**src/rtl/bcd_xs3_codec.sv**
```systemverilog
// Multi-digit BCD <-> Excess-3 converter with a valid/ready handshake on both sides.
// Digits are converted serially, one per clock, starting with the least significant digit.
module bcd_xs3_codec #(
  parameter int unsigned NUM_DIGITS = 4
) (
  input  logic                    clk,
  input  logic                    rst,
  input  logic                    in_valid,
  output logic                    in_ready,
  input  logic                    in_mode,
  input  logic [4*NUM_DIGITS-1:0] in_data,
  output logic                    out_valid,
  input  logic                    out_ready,
  output logic [4*NUM_DIGITS-1:0] out_data,
  output logic [NUM_DIGITS-1:0]   out_err,
  output logic                    out_any_err
);

  localparam int unsigned CNT_W = (NUM_DIGITS > 1) ? $clog2(NUM_DIGITS) : 1;
  localparam logic [CNT_W-1:0] LastIdx = CNT_W'(NUM_DIGITS - 1);

  typedef enum logic [1:0] {
    StIdle,
    StConv,
    StDone
  } state_e;

  state_e                    state_q, state_d;
  logic [CNT_W-1:0]          idx_q, idx_d;
  logic [4*NUM_DIGITS-1:0]   data_q, data_d;
  logic                      mode_q, mode_d;
  logic [4*NUM_DIGITS-1:0]   out_data_q, out_data_d;
  logic [NUM_DIGITS-1:0]     out_err_q, out_err_d;

  logic [3:0]                cur_digit;
  logic [3:0]                conv_digit;
  logic                      conv_err;

  // Select the captured digit addressed by the serial index.
  always_comb begin
    cur_digit = 4'h0;
    for (int i = 0; i < int'(NUM_DIGITS); i++) begin
      if (idx_q == CNT_W'(i)) begin
        cur_digit = data_q[4*i +: 4];
      end
    end
  end

  // Per-digit arithmetic; invalid codes yield 4'hF and raise the error flag.
  always_comb begin
    conv_digit = 4'hF;
    conv_err   = 1'b1;
    if (!mode_q) begin
      if (cur_digit <= 4'd9) begin
        conv_digit = cur_digit + 4'd3;
        conv_err   = 1'b0;
      end
    end else begin
      if ((cur_digit >= 4'd3) && (cur_digit <= 4'd12)) begin
        conv_digit = cur_digit - 4'd3;
        conv_err   = 1'b0;
      end
    end
  end

  always_comb begin
    state_d    = state_q;
    idx_d      = idx_q;
    data_d     = data_q;
    mode_d     = mode_q;
    out_data_d = out_data_q;
    out_err_d  = out_err_q;
    case (state_q)
      StIdle: begin
        if (in_valid) begin
          data_d    = in_data;
          mode_d    = in_mode;
          idx_d     = '0;
          out_err_d = '0;
          state_d   = StConv;
        end
      end
      StConv: begin
        for (int i = 0; i < int'(NUM_DIGITS); i++) begin
          if (idx_q == CNT_W'(i)) begin
            out_data_d[4*i +: 4] = conv_digit;
            out_err_d[i]         = conv_err;
          end
        end
        if (idx_q == LastIdx) begin
          state_d = StDone;
        end else begin
          idx_d = idx_q + CNT_W'(1);
        end
      end
      StDone: begin
        if (out_ready) begin
          state_d = StIdle;
        end
      end
      default: state_d = StIdle;
    endcase
  end

  always_ff @(posedge clk or posedge rst) begin
    if (rst) begin
      state_q    <= StIdle;
      idx_q      <= '0;
      data_q     <= '0;
      mode_q     <= 1'b0;
      out_data_q <= '0;
      out_err_q  <= '0;
    end else begin
      state_q    <= state_d;
      idx_q      <= idx_d;
      data_q     <= data_d;
      mode_q     <= mode_d;
      out_data_q <= out_data_d;
      out_err_q  <= out_err_d;
    end
  end

  assign in_ready    = (state_q == StIdle);
  assign out_valid   = (state_q == StDone);
  assign out_data    = out_data_q;
  assign out_err     = out_err_q;
  assign out_any_err = |out_err_q;

endmodule

```
**config.mk**
```make
export PLATFORM = sky130hd
export DESIGN_NAME = bcd_xs3_codec
export DESIGN_NICKNAME = d
export VERILOG_FILES = /design/src/rtl/bcd_xs3_codec.sv
export SDC_FILE = /design/constraint.sdc
export NUM_CORES = 1
export LEC_CHECK = 0
export CAP_MARGIN = 20
export CORE_AREA = 2 2 67 69
export CTS_CLUSTER_DIAMETER = 200
export DETAILED_ROUTE_END_ITERATION = 10
export DIE_AREA = 0 0 69 71
export GPL_TIMING_DRIVEN = 1
export PLACE_DENSITY = 0.75
export SLEW_MARGIN = 20
export SYNTH_ARGS = -nofsm -noshare
export SYNTH_HDL_FRONTEND = slang
export SYNTH_SLANG_ARGS = --single-unit
```
**constraint.sdc**
```tcl
create_clock -name clk -period 3.1 [get_ports clk]
set_input_delay 0.31 -clock clk [delete_from_list [all_inputs] [get_ports clk]]
set_output_delay 0.31 -clock clk [all_outputs]
set_load 0.02 [all_outputs]
```
Word-level counts from Yosys, hierarchy flattened:

Index checks and enable logic that the tools add are counted.

* eq/ne operators: 12
* $add $sub $neg: 3
* order comparisons: 3
* reduce and logical (&&, ||, !) cells: 16
* multiplexer cells: 23

Operator list (count)
* $mux W4: 8
* $reduce_and A3 Y1: 6
* $ne A2 B2 Y1 const B: 6
* $mux W2: 5
* $reduce_and A2 Y1: 5
* $le A4 B4 Y1 const B: 2
* $pmux W4 S2: 1
* $mux W1: 7
* $eq A2 B2 Y1 const B: 3
* $pmux W2 S3: 1
* $add A4 B2 Y4 const B: 1
* $eq A2 B1 Y1 const B: 2
* $ge A4 B2 Y1 const B: 1
* $logic_not A2 Y1: 2
* $pmux W2 S2: 1
* $reduce_or A4 Y1: 1
* $sub A4 B2 Y4 const B: 1
* $add A2 B1 Y2 const B: 1
* $ne A2 B1 Y1 const B: 1
* $reduce_bool A2 Y1: 1
* $logic_and A1 B1 Y1: 1

* logic and storage cells: 69
* input bits: 21
* register bits: 41
* output and inout bits: 23

Depth between registers and ports, before layout:

Gate-level depths: netlist of run 1.

* depth after elaboration: 11
* gate-level depth with buffers: 12
* gate-level depth less buffers: 11

Worst setup path before layout of run 1:

OpenSTA, ideal clock, no wires.

* kind: reg-to-reg
* start point: register idx_q[0]
* end point: register out_data_q[0], in the netlist out_data[0]
* clock period less this slack: 2.248 ns
* path slack: 0.852 ns
* data arrival time: 2.109 ns
* required time: 2.961 ns
* path buffers: 0
* cell stages (with the launch flop): 12
* path through: dfrtp_1 > inv_1 > ha_1 > nor2_1 > o211ai_2 > and2_4 > inv_2 > ha_1 > or2_2 > a21oi_1 > a311oi_1 > o21ai_0

* word-level cells in the longest chain between the ends: 9
* elaborated cells on any way between the ends: 18
* classes of those cells: 2 x add/sub; 3 x order compare; 3 x eq/ne; 7 x mux; 3 x reduce/logical

Ends and longest elaborated chain
* start, declared: line 29 `logic [CNT_W-1:0] idx_q, idx_d;`
* start signal, assigned: line 115 `idx_q <= idx_d;`
* $logic_not A2 Y1: line 43, 85
* $mux W4 (4 in series): line 43 `if (idx_q == CNT_W'(i)) begin`
* $ge A4 B2 Y1 or $le A4 B4 Y1 (tied branches): line 59 `if ((cur_digit >= 4'd3) && (cur_digit <= 4'd12)) begin`
* $logic_and A1 B1 Y1: line 59
* $mux W4: line 59
* $mux W4: line 53 `if (!mode_q) begin`
* end signal, assigned: line 118 `out_data_q <= out_data_d;`
* end, declared: line 32 `logic [4*NUM_DIGITS-1:0] out_data_q, out_data_d;`

Several ways; a longest one is shown, not always the timed one.
A chain may end at the register's enable or synchronous reset.

Final worst setup path of run 1:

* start point: register idx_q[0]
* end point: register out_data_q[8], in the netlist out_data[8]

* word-level cells in the longest chain between the ends: 9
* elaborated cells on any way between the ends: 18
* classes of those cells: 2 x add/sub; 3 x order compare; 3 x eq/ne; 7 x mux; 3 x reduce/logical

Ends and longest elaborated chain (line)
* $logic_not A2 Y1: 43
* $mux W4 (4 in series): 43
* $ge A4 B2 Y1 or $le A4 B4 Y1 (tied branches): 59
* $logic_and A1 B1 Y1: 59
* $mux W4: 59
* $mux W4: 53

Several ways; a longest one is shown, not always the timed one.

==> summary.txt, run 1 <==
Status
  – Status: complete, no violations

Global route
  – Initial antenna violation count: 0
  – Largest net degree at the start of global routing: 24
  – Tot GR Track Use: between 10% and 20%
  – First-pass GRT wire length: slightly above 7 mm
  – Vias in the first global route: between 1500 and 2000
  – Gr ovfl total: 0

Synth
  – Fraction of registers with async set/reset: between 90% and 100%
  – Top_reg_cell synth: dfrtp_1
  – Synth Warn #: 0
  – EDFF count, synth: 0
  – Syn Inst Count: approximately 220
  – Synth Register Bits: just over 40
  – Mapped Area: between 2000 and 2500 um^2
  – Yosys cell types: approximately 50
  – Syn Area/Cell: about 9.4 um^2
  – Mapped Nets: about 240
  – Seq/Total Area, Yosys: roughly half

Final layout
  – Nets: roughly 290
  – Commonest non-fill, non-tap cell in the layout: nand2_1
  – Most frequent cells in the layout: nand2_1 (69), clkdlybuf4s50_1 (43), dfrtp_1 (41)
  – Non-Filler Instances: 312
  – Share of post-route cells with drive strength above 1: 8.846%
  – Antenna Cells: 0
  – Fillers: approximately 380
  – Area growth, synth to finish: 26.34%

Pwr
  – Max IR drop VDD: approximately 450 uV
  – LEAKAGE: around 1.2 nW
  – Design Power: approximately 3.1 mW
  – Pwr dens: around 1200 nW/um^2

Timing
  – Final hold violations: 0
  – Layout Skew: approximately 0.0016 ns
  – Tmin final: 2.632 ns
  – Tcrit/Tclk final: roughly 85%
  – F_max: between 300 and 400 MHz
  – # setup viols final: 0
  – Post-route setup TNS: 0 ns
  – RSZ-0062 raised after global routing: no
  – Max-slew violations: 0
  – Slew @ Worst Pin: just under 0.7 ns
  – Max_slew headroom: 53.58%

Detailed routing
  – Router iterations before antenna repair: 4
  – Post-DRT Antenna Nets: 0
  – DRT Wirelength: between 4 and 5 mm
  – Via count: 1646
  – DRC: 0
  – DRT iter0 DRCs: 68
  – DR vias/cell: around 5.3
  – Routed wire per std cell: ~13 um

Die
  – Starting Density: between 40% and 50%
  – Die width: around 69 um
  – Row count: 24
  – Chip Height: 71 um
  – I/O pin total: 44
  – Std-Cell Core Area: 4204 um^2
  – Die area: approximately 4900 um^2

Clocking
  – Hold buffer count at cts: 0
  – Inserted Clock Buffers: 5
  – Worst-path clk slew: ~0.07 ns
  – Post-CTS sizing: 0
  – Post-CTS Setup Inserts: 0
  – H-tree levels: 2
  – CTS root buf: clkbuf_8
  – Clk buf depth: 2
  – Clk_lat worst skew: around 0.29 ns
  – CTS tree: yes
  – Clock sink count: 41

Critical path
  – CP startpoint kind: flip-flop
  – Crit-path most repeated cell: ha_1
  – CP Cell Sequence: inv_1, ha_1, nor2_1, o211ai_2, and2_4, inv_2, ha_1, or2_2, a21oi_1, a311oi_1, o21ai_0
  – CP Class: reg2reg
  – Critical Path RT: 3.26 ns
  – Crit path capture type: flip-flop
  – Max incr delay on CP: about 0.46 ns
  – CP max-delay cell: a311oi_1
  – Reg2Reg Depth: 11
  – WP data arrival: between 2 and 3 ns
  – Crit path max fanout: 5

Placed design
  – Placed insts: just over 300
  – Post-DP HPWL: between 3 and 4 mm
  – Placer congestion estimate: a little over 0.9
  – Port Buf Inserts: 43

Flow run
  – Max-Cap Viols: 0

Worst hold path
  – Class of the worst hold path: in2async
cell type report:
cell class	count	area, um^2	area share (%)
flip-flops and latches	41	1026	40.04
multi-input cells	159	918.4	35.84
repair buffers	44	437.9	17.09
clock buffers	8	80.08	3.125
well taps	52	65.06	2.539
inverters	8	35.03	1.367
where the power goes:
group	switching (mW)	internal (mW)
Clock	0.169	0.160
Combinational	1.06	0.784
Sequential	0.167	0.793
Total	1.40	1.74
cell families after synthesis:
family | share of synthesized area (%)
simple gates | 22.09
compound gates | 16.41
flops | 50.59
buf+inv | 4.134
fa+ha+maj | 3.640
mux | 2.714
xor+xnor | 0.4319
worst max-delay path: cells and delay by family, from the launching register on:
family / cells / cell delay, ns
adder cells (fa/ha/maj): 2 / 0.47
flip-flops: 1 / 0.42
AND/OR/NAND/NOR: 3 / 0.59
AO/OA/AOI/OAI: 4 / 0.84
buffers and inverters: 2 / 0.18
flip-flops by register name, summed over array words and instances (netlist names):
signal,count
data_q,16
idx_q,2
mode_q,1
out_data,16
out_err,4
state_q,2
stage by stage:
step / setup slack [ns] / hold WS, ns / util (%) / instance area (um^2)
floorplan: 0.8520 / 0.4154 / - / 2028
global placement: 0.6642 / 0.4613 / 59.05 / 2482
detailed placement: 0.5261 / 0.4688 / 59.05 / 2482
CTS: 0.5004 / 0.4490 / 60.95 / 2562
global route: 0.2057 / 0.5026 / 60.95 / 2562
finish: 0.4684 / 0.4237 / 60.95 / 2562
final timing paths:
check	start	end	slack [ns]
worst max-delay path	idx_q[0]	out_data[8]	0.47
worst min-delay path	rst	data_q[15]	0.42
worst max register to register	idx_q[0]	out_data[8]	0.47
worst min register to register	data_q[3]	data_q[3]	0.48
max in group asynchronous	rst	data_q[5]	1.92
min in group clk	data_q[3]	data_q[3]	0.48
layer usage:
metal	up-vias	share of wire, %	GRT usage (%)
li1	832	-	-
met1	756	47	24.12
met2	50	45	28.85
met3	8	5.5	4.843
met4	0	2.2	8.061
met5	-	0	0
cells in the mapped netlist (2+ instances only):
cell type	count	area, um^2
nand3b_1	2	15.01
a21oi_1	4	20.02
dfrtp_1	41	1026
o21ai_0	17	85.08
inv_1	5	18.77
ha_1	5	62.56
mux2_1	4	45.04
o31ai_1	5	37.54
a22o_1	2	17.52
nand2_2	4	25.02
clkbuf_1	5	18.77
nand3_1	7	35.03
a31oi_1	2	12.51
nor2b_1	2	12.51
nand2_1	69	259.0
nor2_1	5	18.77
o22a_2	2	20.02
o2bb2ai_1	2	17.52
inv_2	2	7.510
buf_6	2	22.52
(Power assumes the default switching activity.)
==> run 2: changes to the inputs <==
Clock period 3.1 ns to 2.5 ns, I/O delays scaled along.
==> run 2 against run 1 <==
Net effect: clock-buffer cell count did not move; cell count rose by 2.9%; utilization rose by 3.3 points; register-to-register slack got worse by 0.35 ns; critical path depth fell by 1; routed wire length rose by 8.4%; combinational power rose by 47%; fmax rose by 11%; worst setup slack got worse by 0.35 ns; cell area rose by 5.4%; global-route usage rose by 0.53 points; die area did not move; critical endpoint is now out_data[14].
==> summary.txt, run 2 (synthesis results as in run 1) <==
Critical path
  – WP data arrival: 2.56 ns (was 2.79 ns)
  – Critical Path RT: 2.68 ns (was 3.26 ns)
  – CP Class: reg2reg (unchanged)
  – End of the worst register-to-register path: out_data[14] (was out_data[8])
  – Crit. Startpoint: idx_q[1] (was idx_q[0])
  – CP startpoint kind: flip-flop (unchanged)
  – Crit path capture type: flip-flop (unchanged)
  – R2R Path Start: idx_q[1] (was idx_q[0])
  – Reg2Reg Depth: 10 (was 11)
  – Setup crit end: out_data[14] (was out_data[8])
  – Crit path max fanout: 6 (was 5)
  – Reg2reg setup slack: 0.12 ns (was 0.47 ns)

Final layout
  – Antenna Cells: 0 (unchanged)
  – Fillers: 363 (was 384)
  – Area growth, synth to finish: 33.13% (was 26.34%)
  – Most frequent cells in the layout: nand2_1 (69), clkdlybuf4s50_1 (43), dfrtp_1 (39) (was nand2_1 (69), clkdlybuf4s50_1 (43), dfrtp_1 (41))
  – Commonest non-fill, non-tap cell in the layout: nand2_1 (unchanged)
  – Share of post-route cells with drive strength above 1: 15.99% (was 8.846%)
  – Nets: 294 (was 285)

Placed design
  – Placer congestion estimate: 0.8764 (was 0.9135)
  – Pre-CTS WS: -0.02994 ns (was 0.5261 ns)
  – Post-DP HPWL: 3.020 mm (was 3.066 mm)
  – Port Buf Inserts: 43 (unchanged)

Global route
  – Gr ovfl total: 0 (unchanged)
  – Tot GR Track Use: 18.88% (was 18.35%)
  – Largest net degree at the start of global routing: 42 (was 24)
  – Initial antenna violation count: 0 (unchanged)
  – First-pass GRT wire length: 7.465 mm (was 7.113 mm)
  – Vias in the first global route: 1669 (was 1580)

Timing
  – Final hold violations: 0 (unchanged)
  – Max-slew violations: 0 (unchanged)
  – # setup viols final: 0 (unchanged)
  – Slew @ Worst Pin: 0.6299 ns (was 0.6955 ns)
  – Tmin final: 2.381 ns (was 2.632 ns)
  – Tcrit/Tclk final: 95.24% (was 84.89%)
  – Fin Hold WS: 0.3683 ns (was 0.4237 ns)
  – F_max: 420.0 MHz (was 380.0 MHz)
  – Layout Skew: 0.004375 ns (was 0.001581 ns)
  – Final worst slack: 0.1190 ns (was 0.4684 ns)
  – Max_slew headroom: 57.90% (was 53.58%)

Clocking
  – CTS root buf: clkbuf_8 (unchanged)
  – Clk_lat worst skew: 0.29 ns (about the same)
  – Inserted Clock Buffers: 5 (unchanged)
  – Worst-path clk slew: 0.07 ns (about the same)
  – H-tree levels: 2 (unchanged)
  – Clock sink count: 41 (unchanged)
  – Hold buffer count at cts: 0 (unchanged)
  – Clk buf depth: 2 (unchanged)
  – CTS tree: yes (unchanged)

Pwr
  – Max IR drop VDD: 590.3 uV (was 450.4 uV)
  – Pwr dens: 1603 nW/um^2 (was 1222 nW/um^2)
  – Design Power: 4.328 mW (was 3.132 mW)
  – LEAKAGE: 1.197 nW (was 1.154 nW)

Die
  – Die area: 4899 um^2 (unchanged)
  – Starting Density: 48.24% (unchanged)
  – Std-Cell Core Area: 4204 um^2 (unchanged)
  – Die width: 69 um (unchanged)
  – Row count: 24 (unchanged)
  – I/O pin total: 44 (unchanged)
  – Chip Height: 71 um (unchanged)

Detailed routing
  – Via count: 1690 (was 1646)
  – DRT iter0 DRCs: 75 (was 68)
  – DRT Wirelength: 4.341 mm (was 4.006 mm)
  – Router iterations before antenna repair: 4 (unchanged)
  – Routed wire per std cell: 13.52 um (was 12.84 um)
  – DRC: 0 (unchanged)
  – Post-DRT Antenna Nets: 0 (unchanged)
  – DR vias/cell: 5.265 (was 5.276)

Flow run
  – Max-Cap Viols: 0 (unchanged)

Status
  – Status: complete, no violations (unchanged)

Worst hold path
  – Class of the worst hold path: in2async (unchanged)
[run 2: worst min-delay path by stage]
stage          depth (start not counted)  slack [ns]     endpoint
2_1_floorplan                          2        0.36    data_q[0]
3_3_place_gp                           2        0.46  out_data[7]
3_5_place_dp                           2        0.47    data_q[0]
4_1_cts                                3        0.40   state_q[1]
5_1_grt                                3        0.46   out_err[3]
6_report                               3        0.37   state_q[1]
[run 2: timing repair]
item                                    4_1_cts  5_1_grt
endpoints found under the hold margin         0        0
gates resized for setup                       2       17
pin swaps                                     0        2
setup buffers                                 0        2
endpoints found under the setup margin        3       20
[run 2: routing by layer]
layer	vias to the layer above	share of wire, %	global-route usage [%]	wire [um]
li1	849	-	-	-
met1	788	45	23.58	1969
met2	44	48	30.77	2101
met3	9	4.7	5.128	203
met4	0	1.5	8.715	66
met5	-	0	0	0
[run 2: through the flow]
stage	utilization (%)	setup TNS, ns	instance area (um^2)	std cells
finish	64.23	0	2700	321
global route	64.23	-0.01851	2700	321
CTS	62.41	0	2624	319
detailed placement	60.30	-0.02994	2535	311
global placement	60.30	0	2535	311
floorplan	-	0	2028	216
[run 2: layout make-up]
class | count | area, um^2 | share of cell area (%)
multi-input cells | 159 | 983.4 | 36.42
well taps | 52 | 65.06 | 2.410
flip-flops and latches | 41 | 1028 | 38.09
clock buffers | 8 | 80.08 | 2.966
repair buffers | 53 | 505.5 | 18.72
inverters | 8 | 37.54 | 1.390
[run 2: report_power, final]
group	leakage (nW)	internal, mW	switching, mW
sequential	0.502	0.986	0.223
clock	0.0395	0.198	0.212
combinational	0.655	1.23	1.48
total	1.20	2.42	1.91
[run 2: worst max-delay path, cell delays in order, from the launching register on]
cell and delay (ns):
dfrtp_2 0.44, inv_2 0.09, ha_4 0.19, a211oi_1 0.23
a211o_2 0.23, clkinv_4 0.09, a221o_1 0.28, o31ai_1 0.09
a222oi_1 0.17, buf_4 0.16, mux2_1 0.28
